[config.mk]
export PLATFORM = sky130hd
export DESIGN_NAME = spw_rx_credit_fifo
export DESIGN_NICKNAME = d
export VERILOG_FILES = /design/src/rtl/spw_rx_credit_fifo.sv
export SDC_FILE = /design/constraint.sdc
export NUM_CORES = 1
export LEC_CHECK = 0
export BUFFER_PORTS_ARGS = -buffer_cell sky130_fd_sc_hd__buf_2
export CAP_MARGIN = 20
export CORE_MARGIN = 2
export CORE_UTILIZATION = 55
export CTS_BUF_LIST = sky130_fd_sc_hd__clkbuf_8
export DETAILED_ROUTE_END_ITERATION = 7
export PLACE_DENSITY = 0.78
export RECOVER_POWER = 50
export SYNTH_ARGS = -nofsm -noshare
export SYNTH_HDL_FRONTEND = slang
export SYNTH_SLANG_ARGS = --single-unit
export TNS_END_PERCENT = 100
[constraint.sdc]
create_clock -name rx_clk -period 4.38 [get_ports rx_clk]
set_clock_uncertainty 0.15 [all_clocks]
set_input_delay 0.219 -clock rx_clk [delete_from_list [all_inputs] [get_ports rx_clk]]
set_output_delay 0.219 -clock rx_clk [all_outputs]
set_load 0.02 [all_outputs]
[src/rtl/spw_rx_credit_fifo.sv]
// SpaceWire receive buffer: show-ahead character FIFO plus FCT credit accounting.
// Grants credit in units of 8 only when every granted character is sure to have a slot.
module spw_rx_credit_fifo #(
  parameter int DEPTH = 64,
  parameter int AW    = 6
) (
  input  logic          rx_clk,
  input  logic          rx_reset,
  input  logic          link_run,
  input  logic [8:0]    rx_data_flag,
  input  logic          rx_buffer_write,
  input  logic          fct_ack,
  input  logic          rd_ready,
  output logic [8:0]    rd_data,
  output logic          rd_valid,
  output logic [AW:0]   fifo_count,
  output logic [5:0]    outstanding,
  output logic          fct_req,
  output logic          credit_error
);

  logic [8:0]    r_mem [DEPTH];
  logic [AW-1:0] r_wptr;
  logic [AW-1:0] r_rptr;
  logic [AW:0]   r_count;
  logic [5:0]    r_outst;
  logic          r_link;
  logic          r_cerr;

  logic          w_full;
  logic          w_wr_ok;
  logic          w_wr_bad;
  logic          w_rd;
  logic          w_ack;
  logic [AW+1:0] w_free;
  logic [AW+1:0] w_need;

  assign w_full   = (r_count == (AW+1)'(DEPTH));
  assign w_wr_ok  = rx_buffer_write && (r_outst != 6'd0) && !w_full;
  assign w_wr_bad = rx_buffer_write && !w_wr_ok;
  assign w_rd     = (r_count != '0) && rd_ready;

  // Link state is taken from the register so fct_req is purely a function of registered state
  assign w_free  = (AW+2)'(DEPTH) - {1'b0, r_count};
  assign w_need  = (AW+2)'(r_outst) + (AW+2)'(8);
  assign fct_req = r_link && (r_outst <= 6'd48) && (w_free >= w_need);
  assign w_ack   = fct_ack && fct_req;

  always_ff @(posedge rx_clk) begin
    if (rx_reset) begin
      r_wptr  <= '0;
      r_rptr  <= '0;
      r_count <= '0;
      r_outst <= '0;
      r_link  <= 1'b0;
      r_cerr  <= 1'b0;
    end else begin
      r_link <= link_run;
      r_cerr <= w_wr_bad;
      if (w_wr_ok) r_wptr <= r_wptr + 1'b1;
      if (w_rd)    r_rptr <= r_rptr + 1'b1;
      case ({w_wr_ok, w_rd})
        2'b10:   r_count <= r_count + 1'b1;
        2'b01:   r_count <= r_count - 1'b1;
        default: r_count <= r_count;
      endcase
      if (!link_run)
        r_outst <= '0;
      else
        r_outst <= r_outst + (w_ack ? 6'd8 : 6'd0) - (w_wr_ok ? 6'd1 : 6'd0);
    end
  end

  always_ff @(posedge rx_clk) begin
    if (w_wr_ok && !rx_reset) r_mem[r_wptr] <= rx_data_flag;
  end

  // Storage is not cleared on reset; the head is masked while empty instead
  assign rd_valid     = (r_count != '0);
  assign rd_data      = rd_valid ? r_mem[r_rptr] : 9'd0;
  assign fifo_count   = r_count;
  assign outstanding  = r_outst;
  assign credit_error = r_cerr;

endmodule
# Word-level counts from Yosys, hierarchy flattened
# Memories as Yosys holds them, arrays and structs flattened. A register that Yosys moved wholly into a read port is not among the register bits.
# Index checks and enable logic that the tools add are counted.
[op_classes]
add_sub_neg = 8
mul = 0
n_div = 0
n_lt_le_gt_ge = 2
eq_ne = 3
shift = 0
mux = 8
bitwise = 1
reduce_logical = 15
[op_table]
columns = ["op", "count"]
rows = [
  ["$pmux W7 S2", 1],
  ["$add A6 B1 Y6 const B", 2],
  ["$mux W6", 2],
  ["$mux W9", 1],
  ["$ge A8 B7 Y1", 1],
  ["$logic_and A1 B1 Y1", 8],
  ["$sub A7 B7 Y8 const A", 1],
  ["$add A6 B4 Y7 const B", 1],
  ["$add A7 B1 Y7 const B", 1],
  ["$eq A7 B7 Y1 const B", 1],
  ["$reduce_bool A7 Y1", 1],
  ["$sub A7 B1 Y7 const B", 1],
  ["$add A6 B4 Y6", 1],
  ["$le A6 B6 Y1 const B", 1],
  ["$reduce_bool A6 Y1", 1],
  ["$sub A6 B1 Y6", 1],
  ["$mux W4", 1],
  ["$logic_not A1 Y1", 3],
  ["$mux W1", 3],
  ["$eq A2 B1 Y1 const B", 1],
  ["$eq A2 B2 Y1 const B", 1],
  ["$reduce_bool A2 Y1", 1],
  ["$reduce_or A2 Y1", 1],
  ["$not A1 Y1", 1],
]
[word_totals]
reg_bits = 27
latch_bits = 0
ramBits = 576
mem_bits_ro = 0
inputBits = 15
out_inout_bits = 25
wordCells = 44
memories = 1
[mem_list]
columns = ["name", "words", "width", "read_ports", "rd_clocked_by_memory_dff", "write_ports", "line_no", "rtl"]
rows = [
  ["r_mem", 64, 9, 1, 1, 1, "22", "logic [8:0] r_mem [DEPTH];"],
]

# Longest topological paths before layout
# Gate-level depths: netlist of run 1.
[depth]
depth_word = 7
depth_mapped = 17
mapped_depth_nobuf = 17

# Worst setup path after synthesis of run 1
# No wires, ideal clock.
[synth_path]
path_kind = "flip-flop to flip-flop"
startpoint = "register r_count[0], in the netlist fifo_count[0]"
endpoint = "register r_count[4], in the netlist fifo_count[4]"
setup_ns = 0.071
arrival_time_ns = 3.409
required_time_ns = 4.159
setup_slack_ns = 0.750
path_stages_with_launch = 14
path_buffers = 1
synth_period_minus_slack_ns = 3.630
cell_sequence = "dfxtp_1 > inv_1 > ha_1 > nor3b_2 > nand3b_1 > and2_1 > clkbuf_1 > ha_1 > ha_1 > nor2b_1 > o21a_1 > o21ai_0 > or3b_2 > a21oi_1"
[synth_between]
word_cells_on_any_way = 11
cone_classes = "2 x add/sub; 3 x eq/ne; 1 x mux; 5 x reduce/logical"
[synth_lines]
columns = ["element", "line_no", "rtl"]
rows = [
  ["start, declared", "25", "logic [AW:0] r_count;"],
  ["start signal, assigned", "63", "2'b10: r_count <= r_count + 1'b1;"],
  ["start signal, assigned", "64", "2'b01: r_count <= r_count - 1'b1;"],
  ["start signal, assigned", "65", "default: r_count <= r_count;"],
  ["$reduce_bool A7 Y1 (*)", "-", ""],
  ["via rd_valid", "15", "output logic rd_valid,"],
  ["$logic_and A1 B1 Y1 (*)", "41", "assign w_rd = (r_count != '0) && rd_ready;"],
  ["via w_rd", "33", "logic w_rd;"],
  ["$eq A2 B1 Y1 / $eq A2 B2 Y1 (equally long branches)", "62", "case ({w_wr_ok, w_rd})"],
  ["$pmux W7 S2 / $reduce_bool A2 Y1 (equally long branches)", "-", ""],
]
# Mark *: on every way through the listed nets, which the timed path passes. The rest lies on a longest branch.
# A chain may end at the register's enable or synchronous reset.

==> run summary, run 1 <==
Status: finished with violations
Violated checks: max-capacitance violations, max-slew violations
First-pass GRT wire length: 81200 um
# clock sinks: 609
Sequential area share after synthesis: 73.6%
Peak VDD IR: 426 uV
Post-synth cell types: 61
Synth Instances: 1265
Routability cong.: 0.861
H-tree depth: 3
Largest family of logic cells by synthesized area: multiplexers
Critical path peak fanout: 28
Crit path max-delay cell type: dfxtp_4
Drc violations: 0
Total negative setup slack: 0 ns
Iter 0 DRT Violations: 1537
Worst EP arrival: 3.64 ns
Area of the die: 0.0461 mm2
Fillers: 3058
Final min period: 4.01 ns
Initial cell density of the core: 55.4%
CTS max path bufs: 3
FF+latch count, synth: 609
Final worst slack: 0.374 ns
Cts repair resizes: 0
F_max: 250 MHz
Pin count of the biggest net entering global routing: 65
Area grow syn2layout: 11.3%
Total Routing Usage GR: 24.0%
PortBufs: 39
TritonRoute pass-1 iters: 6
Total Routed Length: 54200 um
Routed Antenna Nets: 0
Latest clock arrival within the worst-skew pair: 0.64 ns
Hold Vio Cnt, Final: 0
Cell depth of the worst setup path: 7
Die height: 215 um
Mux cell area share after synthesis: 14.1%
Post-synthesis simple-gate area fraction: 4.38%
Vias in the first global route: 12821
Cell Pwr Density: 486 mW/mm2
Min-delay worst type: in -> reg
Kind of start point of the critical path: flop
Synth Net Count: 1307
Tcrit/Tclk final: 91.5%
Crit. End Element: output port
Dpl ws: 0.739 ns
Critical path class: reg -> out
Remaining Overflow, GRT: 0
Drt wl/cell: 26.1 um
Post-Route Utilization: 61.7%
Worst-Margin Slew: 3.31 ns
Setup violators final: 0
Max incr delay on CP: 0.67 ns
Share of cells above drive strength 1: 22.4%
Critical Path Sink: rd_data[4]
Commonest register cell after synthesis: edfxtp_1
Worst Path Buf+Inv: 2
Yosys warns: 0
CP Cell Sequence: buf_4 -> mux4_2 -> mux2i_1 -> a211oi_1 -> o21ai_1 -> o41ai_2 -> buf_2
Asr flop ratio synth: 0%
Reg2Reg Depth: 12
RSZ-0062 raised after global routing: no
Post-Synth Adder-Cell Area: 1.45%
Ports: 40
Leakage power: 8.68 nW
CTS root buffer: clkbuf_8
Num CTS Buffers: 93
CTS tree: built
Fin. max-slew vios: 573
Post-Synth XOR/XNOR Area: 0.682%
Worst path top cell family by delay: multiplexers
Reg2reg start: fifo_count[0]$_SDFFE_PP0P_
Initial antenna violation count: 2
Post-DP HPWL: 33200 um
Syn avg cell area: 19.3 um2
Number of hold buffers added after CTS: 5
WHS: 0.195 ns
WP data required: 4.01 ns
Area of the mapped netlist: 0.0244 mm2
Core Region: 0.0440 mm2
Rows: 77
Max-slew headroom: -120%
Post-layout nets: 1458
R2R Setup Slk: 0.48 ns
R2r endpoint: fifo_count[4]$_SDFFE_PP0P_
Maxcap violations: 9
CTS clk-pin slew, worst paths: 0.06 ns
Vias: 12807
Number of enable flip-flop cells after synthesis: 576
# Post-CTS Setup Buffers: 0
Complex-gate fraction of the synthesized area: 3.86%
Vias per cell: 6.17
Die width: 215 um
==> registers in the layout (all words and copies together) (netlist names), named ones only <==
register and flops:
credit_error 1, fifo_count 7, outstanding 6, r_link 1, r_mem 576, r_rptr 6
r_wptr 6
==> layout make-up <==
type	instances	area (um2)	area share [%]
Antenna cell	1	2.50	0.00921
Clock buffer	97	1340	4.92
Clock inverter	64	264	0.972
Inverter	17	63.8	0.235
Multi-Input combinational cell	573	5970	22.0
Sequential cell	609	18000	66.2
Tap cell	592	741	2.73
Timing Repair Buffer	122	815	3.00
==> worst min-delay path by stage <==
stage / start / endpoint / slack, ns / cells past startpoint
4_1_cts: rx_data_flag[5] / r_mem[43][5]$_DFFE_PP_ / 0.08 / 2
3_3_place_gp: r_rptr[5]$_SDFFE_PP0P_ / r_rptr[5]$_SDFFE_PP0P_ / 0.36 / 2
2_1_floorplan: rx_data_flag[0] / r_mem[0][0]$_DFFE_PP_ / 0.17 / 0
6_report: fct_ack / outstanding[4]$_SDFF_PP0_ / 0.20 / 7
3_5_place_dp: rx_buffer_write / credit_error$_SDFF_PP0_ / 0.40 / 2
5_1_grt: fct_ack / outstanding[4]$_SDFF_PP0_ / 0.21 / 7
==> layout by cell type (no fill, tap or decap), drive strengths merged, types with 8 or more instances in the layout <==
master    n
nor2b    12
a22o     11
nand3    22
mux4    124
a22oi    17
inv      53
buf      92
a21oi    13
mux2i    59
xnor2     8
a221oi   10
o21ai    13
o22ai    20
nand2b   11
edfxtp  576
clkbuf  122
clkinv   27
ha       25
xor2     11
a211oi   15
dfxtp    33
nor2     93
nand2    30
==> metal layers <==
layer,GRT usage (%),up-vias,part of all wire (%)
met3,6.70,140,9.7
met2,37.3,690,47
met4,9.21,4,3.6
met1,32.7,6488,40
met5,0,-,0.050
li1,-,5485,-
==> power breakdown <==
part	switching, W	leakage (nW)	internal (W)
Combinational	0.00140	2.28	0.00109
Clock	0.00206	0.949	0.00204
Sequential	0.000151	5.45	0.00646
==> stage by stage <==
stage                     power, W  area [um2]  std cells
after detailed placement   0.00921       25600       1908
after global placement     0.00914       25600       1908
after global routing        0.0137       27200       2074
after floorplan            0.00847       24400       1265
after CTS                   0.0133       27200       2074
final                       0.0132       27200       2075
==> tightest hold or removal path, delay by kind of cell <==
family	cells	cell delay, ns
adder cells (fa/ha/maj)	2	0.34
AND/OR/NAND/NOR	2	0.17
buffers and inverters	2	0.13
XOR/XNOR	1	0.08
==> kinds of logic (layout without fill, tap and decap cells) <==
logic type                 count (synthesis)  in the layout
AOI/OAI and AO/OA                        128            128
xor gates and xnor gates                  19             19
adders and majority gates                 27             27
buffers and inverters                     83            300
DFF                                      609            609
muxes                                    184            184
other                                      0              1
and+or+nand+nor                          215            215
==> synth_stat cells, drive strengths merged (2+ instances only) <==
| cell | n | area share (%) |
|---|---|---|
| o22ai | 20 | 0.51 |
| xor2 | 11 | 0.39 |
| or3 | 2 | 0.051 |
| a221oi | 10 | 0.41 |
| inv | 16 | 0.25 |
| nor3 | 4 | 0.082 |
| mux4 | 124 | 12 |
| ha | 25 | 1.3 |
| a22oi | 17 | 0.52 |
| dfxtp | 33 | 2.7 |
| and3 | 2 | 0.051 |
| nor3b | 4 | 0.14 |
| nor4 | 5 | 0.13 |
| clkbuf | 19 | 0.29 |
| fa | 2 | 0.16 |
| and2 | 5 | 0.13 |
| xnor2 | 8 | 0.29 |
| nor2b | 12 | 0.31 |
| o41ai | 2 | 0.13 |
| buf | 47 | 1.4 |
| nand3b | 6 | 0.18 |
| o221ai | 5 | 0.18 |
| or2 | 4 | 0.10 |
| o21ai | 13 | 0.27 |
| a21oi | 13 | 0.27 |
| edfxtp | 576 | 71 |
| nand3 | 22 | 0.45 |
| nand2 | 30 | 0.46 |
| or3b | 2 | 0.072 |
| nor2 | 93 | 1.4 |
| a22o | 11 | 0.39 |
| a31oi | 7 | 0.18 |
| mux2i | 59 | 2.4 |
| a211oi | 15 | 0.46 |
| a21o | 7 | 0.22 |
| nand2b | 11 | 0.28 |
| nand4 | 4 | 0.10 |
| nand4b | 5 | 0.24 |
No activity file was read; power rests on OpenSTA's default activity.
==> run 2: changes to the inputs <==
--- a/config.mk
+++ b/config.mk
@@ -7,11 +7,11 @@
 export LEC_CHECK = 0
 export BUFFER_PORTS_ARGS = -buffer_cell sky130_fd_sc_hd__buf_2
 export CAP_MARGIN = 20
+export CORE_ASPECT_RATIO = 0.7
 export CORE_MARGIN = 2
 export CORE_UTILIZATION = 55
-export CTS_BUF_LIST = sky130_fd_sc_hd__clkbuf_8
 export DETAILED_ROUTE_END_ITERATION = 7
-export PLACE_DENSITY = 0.78
+export PLACE_DENSITY = 0.71
 export RECOVER_POWER = 50
 export SYNTH_ARGS = -nofsm -noshare
 export SYNTH_HDL_FRONTEND = slang
==> run 2 against run 1 <==
  * Highest routed layer is now met4
  * Final cell count down 2.7%
  * Core utilization up 0.74 points
  * Design area up 0.49%
  * Register-to-register slack worse by 0.04 ns
  * The run still ends with max-capacitance violations, max-slew violations left
  * First-iteration DRC count up 10%
  * Combinational power about the same
==> run summary, run 2 (synthesized netlist as in run 1, its figures left out) <==
Drc violations: 0
Worst EP arrival: 3.83 ns
CTS max path bufs: 3
Hold Vio Cnt, Final: 0
Core Region: 0.0437 mm2
Peak VDD IR: 343 uV
R2R Setup Slk: 0.44 ns
Commonest non-fill, non-tap cell in the layout: edfxtp_1
Die width: 256 um
Crit. End Element: output port
Die height: 180 um
Ports: 40
Total Routed Length: 56800 um
Leakage power: 8.59 nW
Most flops, register: r_mem
Maxcap violations: 9
TritonRoute pass-1 iters: 5
Total negative setup slack: 0 ns
Vias per cell: 6.38
Violated checks: max-capacitance violations, max-slew violations
Area of the die: 0.0461 mm2
Pin count of the biggest net entering global routing: 65
Cts repair resizes: 0
Total Routing Usage GR: 24.7%
Worst-Margin Slew: 3.28 ns
Kind of start point of the critical path: flop
Reg2Reg Depth: 12
CTS clk-pin slew, worst paths: 0.06 ns
Num CTS Buffers: 56
Share of cells above drive strength 1: 21.7%
Min-delay worst type: in -> reg
Area grow syn2layout: 11.9%
WP data required: 4.01 ns
RSZ-0062 raised after global routing: no
Vias: 12882
Post-layout nets: 1424
Drt wl/cell: 28.1 um
CTS tree: built
Most frequent cells in the layout: edfxtp_1 (576), mux4_2 (114), nor2_1 (93)
Post-DP HPWL: 34900 um
Worst Hold Depth: 4
Final min period: 4.20 ns
Design Power: 0.0137 W
Initial cell density of the core: 55.8%
F_max: 238 MHz
Routability cong.: 0.834
Post-Route Utilization: 62.4%
Initial antenna violation count: 0
Cell Pwr Density: 504 mW/mm2
Reg2reg start: fifo_count[0]$_SDFFE_PP0P_
R2r endpoint: fifo_count[4]$_SDFFE_PP0P_
Critical path class: reg -> out
# diodes: 0
Routed Antenna Nets: 0
Setup violators final: 0
H-tree depth: 2
Max-slew headroom: -119%
Fin. max-slew vios: 585
PortBufs: 39
First-pass GRT wire length: 83700 um
Max reg flops: 576
Vias in the first global route: 12518
Critical hold path startpoint: rd_ready
Status: finished with violations
CTS root buffer: clkbuf_16
Latest clock arrival within the worst-skew pair: 0.59 ns
Critical path peak fanout: 42
WHS: 0.151 ns
# clock sinks: 609
Remaining Overflow, GRT: 0
Rows: 64
Iter 0 DRT Violations: 1694
Tcrit/Tclk final: 95.8%
[run 2: changes by cell type in the layout (fill, tap and decap cells not counted), moves of 2 or more]
cell	previous run	this run
buf_4	66	72
clkinv_2	6	11
bufinv_16	0	3
inv_1	51	16
clkinv_1	21	12
clkbuf_16	0	57
clkbuf_1	25	38
dlygate4sd3_1	5	3
clkbuf_8	97	2
[run 2: layer usage]
layer  share of wire, %  routed length (um)  up-vias  GRT usage [%]
li1                   -                   -     5397              -
met1                 43               24500     6729           38.4
met2                 44               25000      677           35.4
met3                 11                6250       79           6.81
met4                1.7                 945        0           4.82
met5                  0                   0        -              0
[run 2: repair_timing]
action	4_1_cts	5_1_grt
hold endpoints to repair	29	0
hold buffers	3	0
buffers inserted	0	0
[run 2: through the flow]
step                std cells  instance area (um2)  setup WS [ns]
floorplan                1265                24400          0.750
global placement         1915                25600          0.882
detailed placement       1915                25600          0.767
CTS                      2020                27400          0.225
global route             2020                27300         0.0113
finish                   2020                27300          0.184
[run 2: worst max-delay path by stage]
stage	slack [ns]	end
after detailed placement	0.77	fifo_count[6]$_SDFFE_PP0P_
after global placement	0.88	fifo_count[6]$_SDFFE_PP0P_
after CTS	0.22	rd_data[0]
after floorplan	0.75	fifo_count[4]$_SDFFE_PP0P_
final	0.18	rd_data[0]
after global routing	0.01	rd_data[0]
[run 2: critical path: stages, from the launching register on]
cell and delay [ns]:
dfxtp_4 0.90, buf_4 0.53, mux4_2 0.57, mux2i_1 0.52, a221oi_1 0.15, o21ai_1 0.16
o41ai_2 0.15, buf_2 0.21
[run 2: cell type report]
type | instances | area, um2
clock inverters | 29 | 220
clock buffers | 73 | 1510
well taps | 594 | 743
inverters | 17 | 63.8
fillers | 3106 | 16400
repair buffers | 125 | 821
flip-flops and latches | 609 | 18000
multi-input cells | 573 | 5970
[run 2: power breakdown]
part | internal, W | switching, W
Combinational | 0.00108 | 0.00139
Sequential | 0.00645 | 0.000167
Clock | 0.00259 | 0.00206
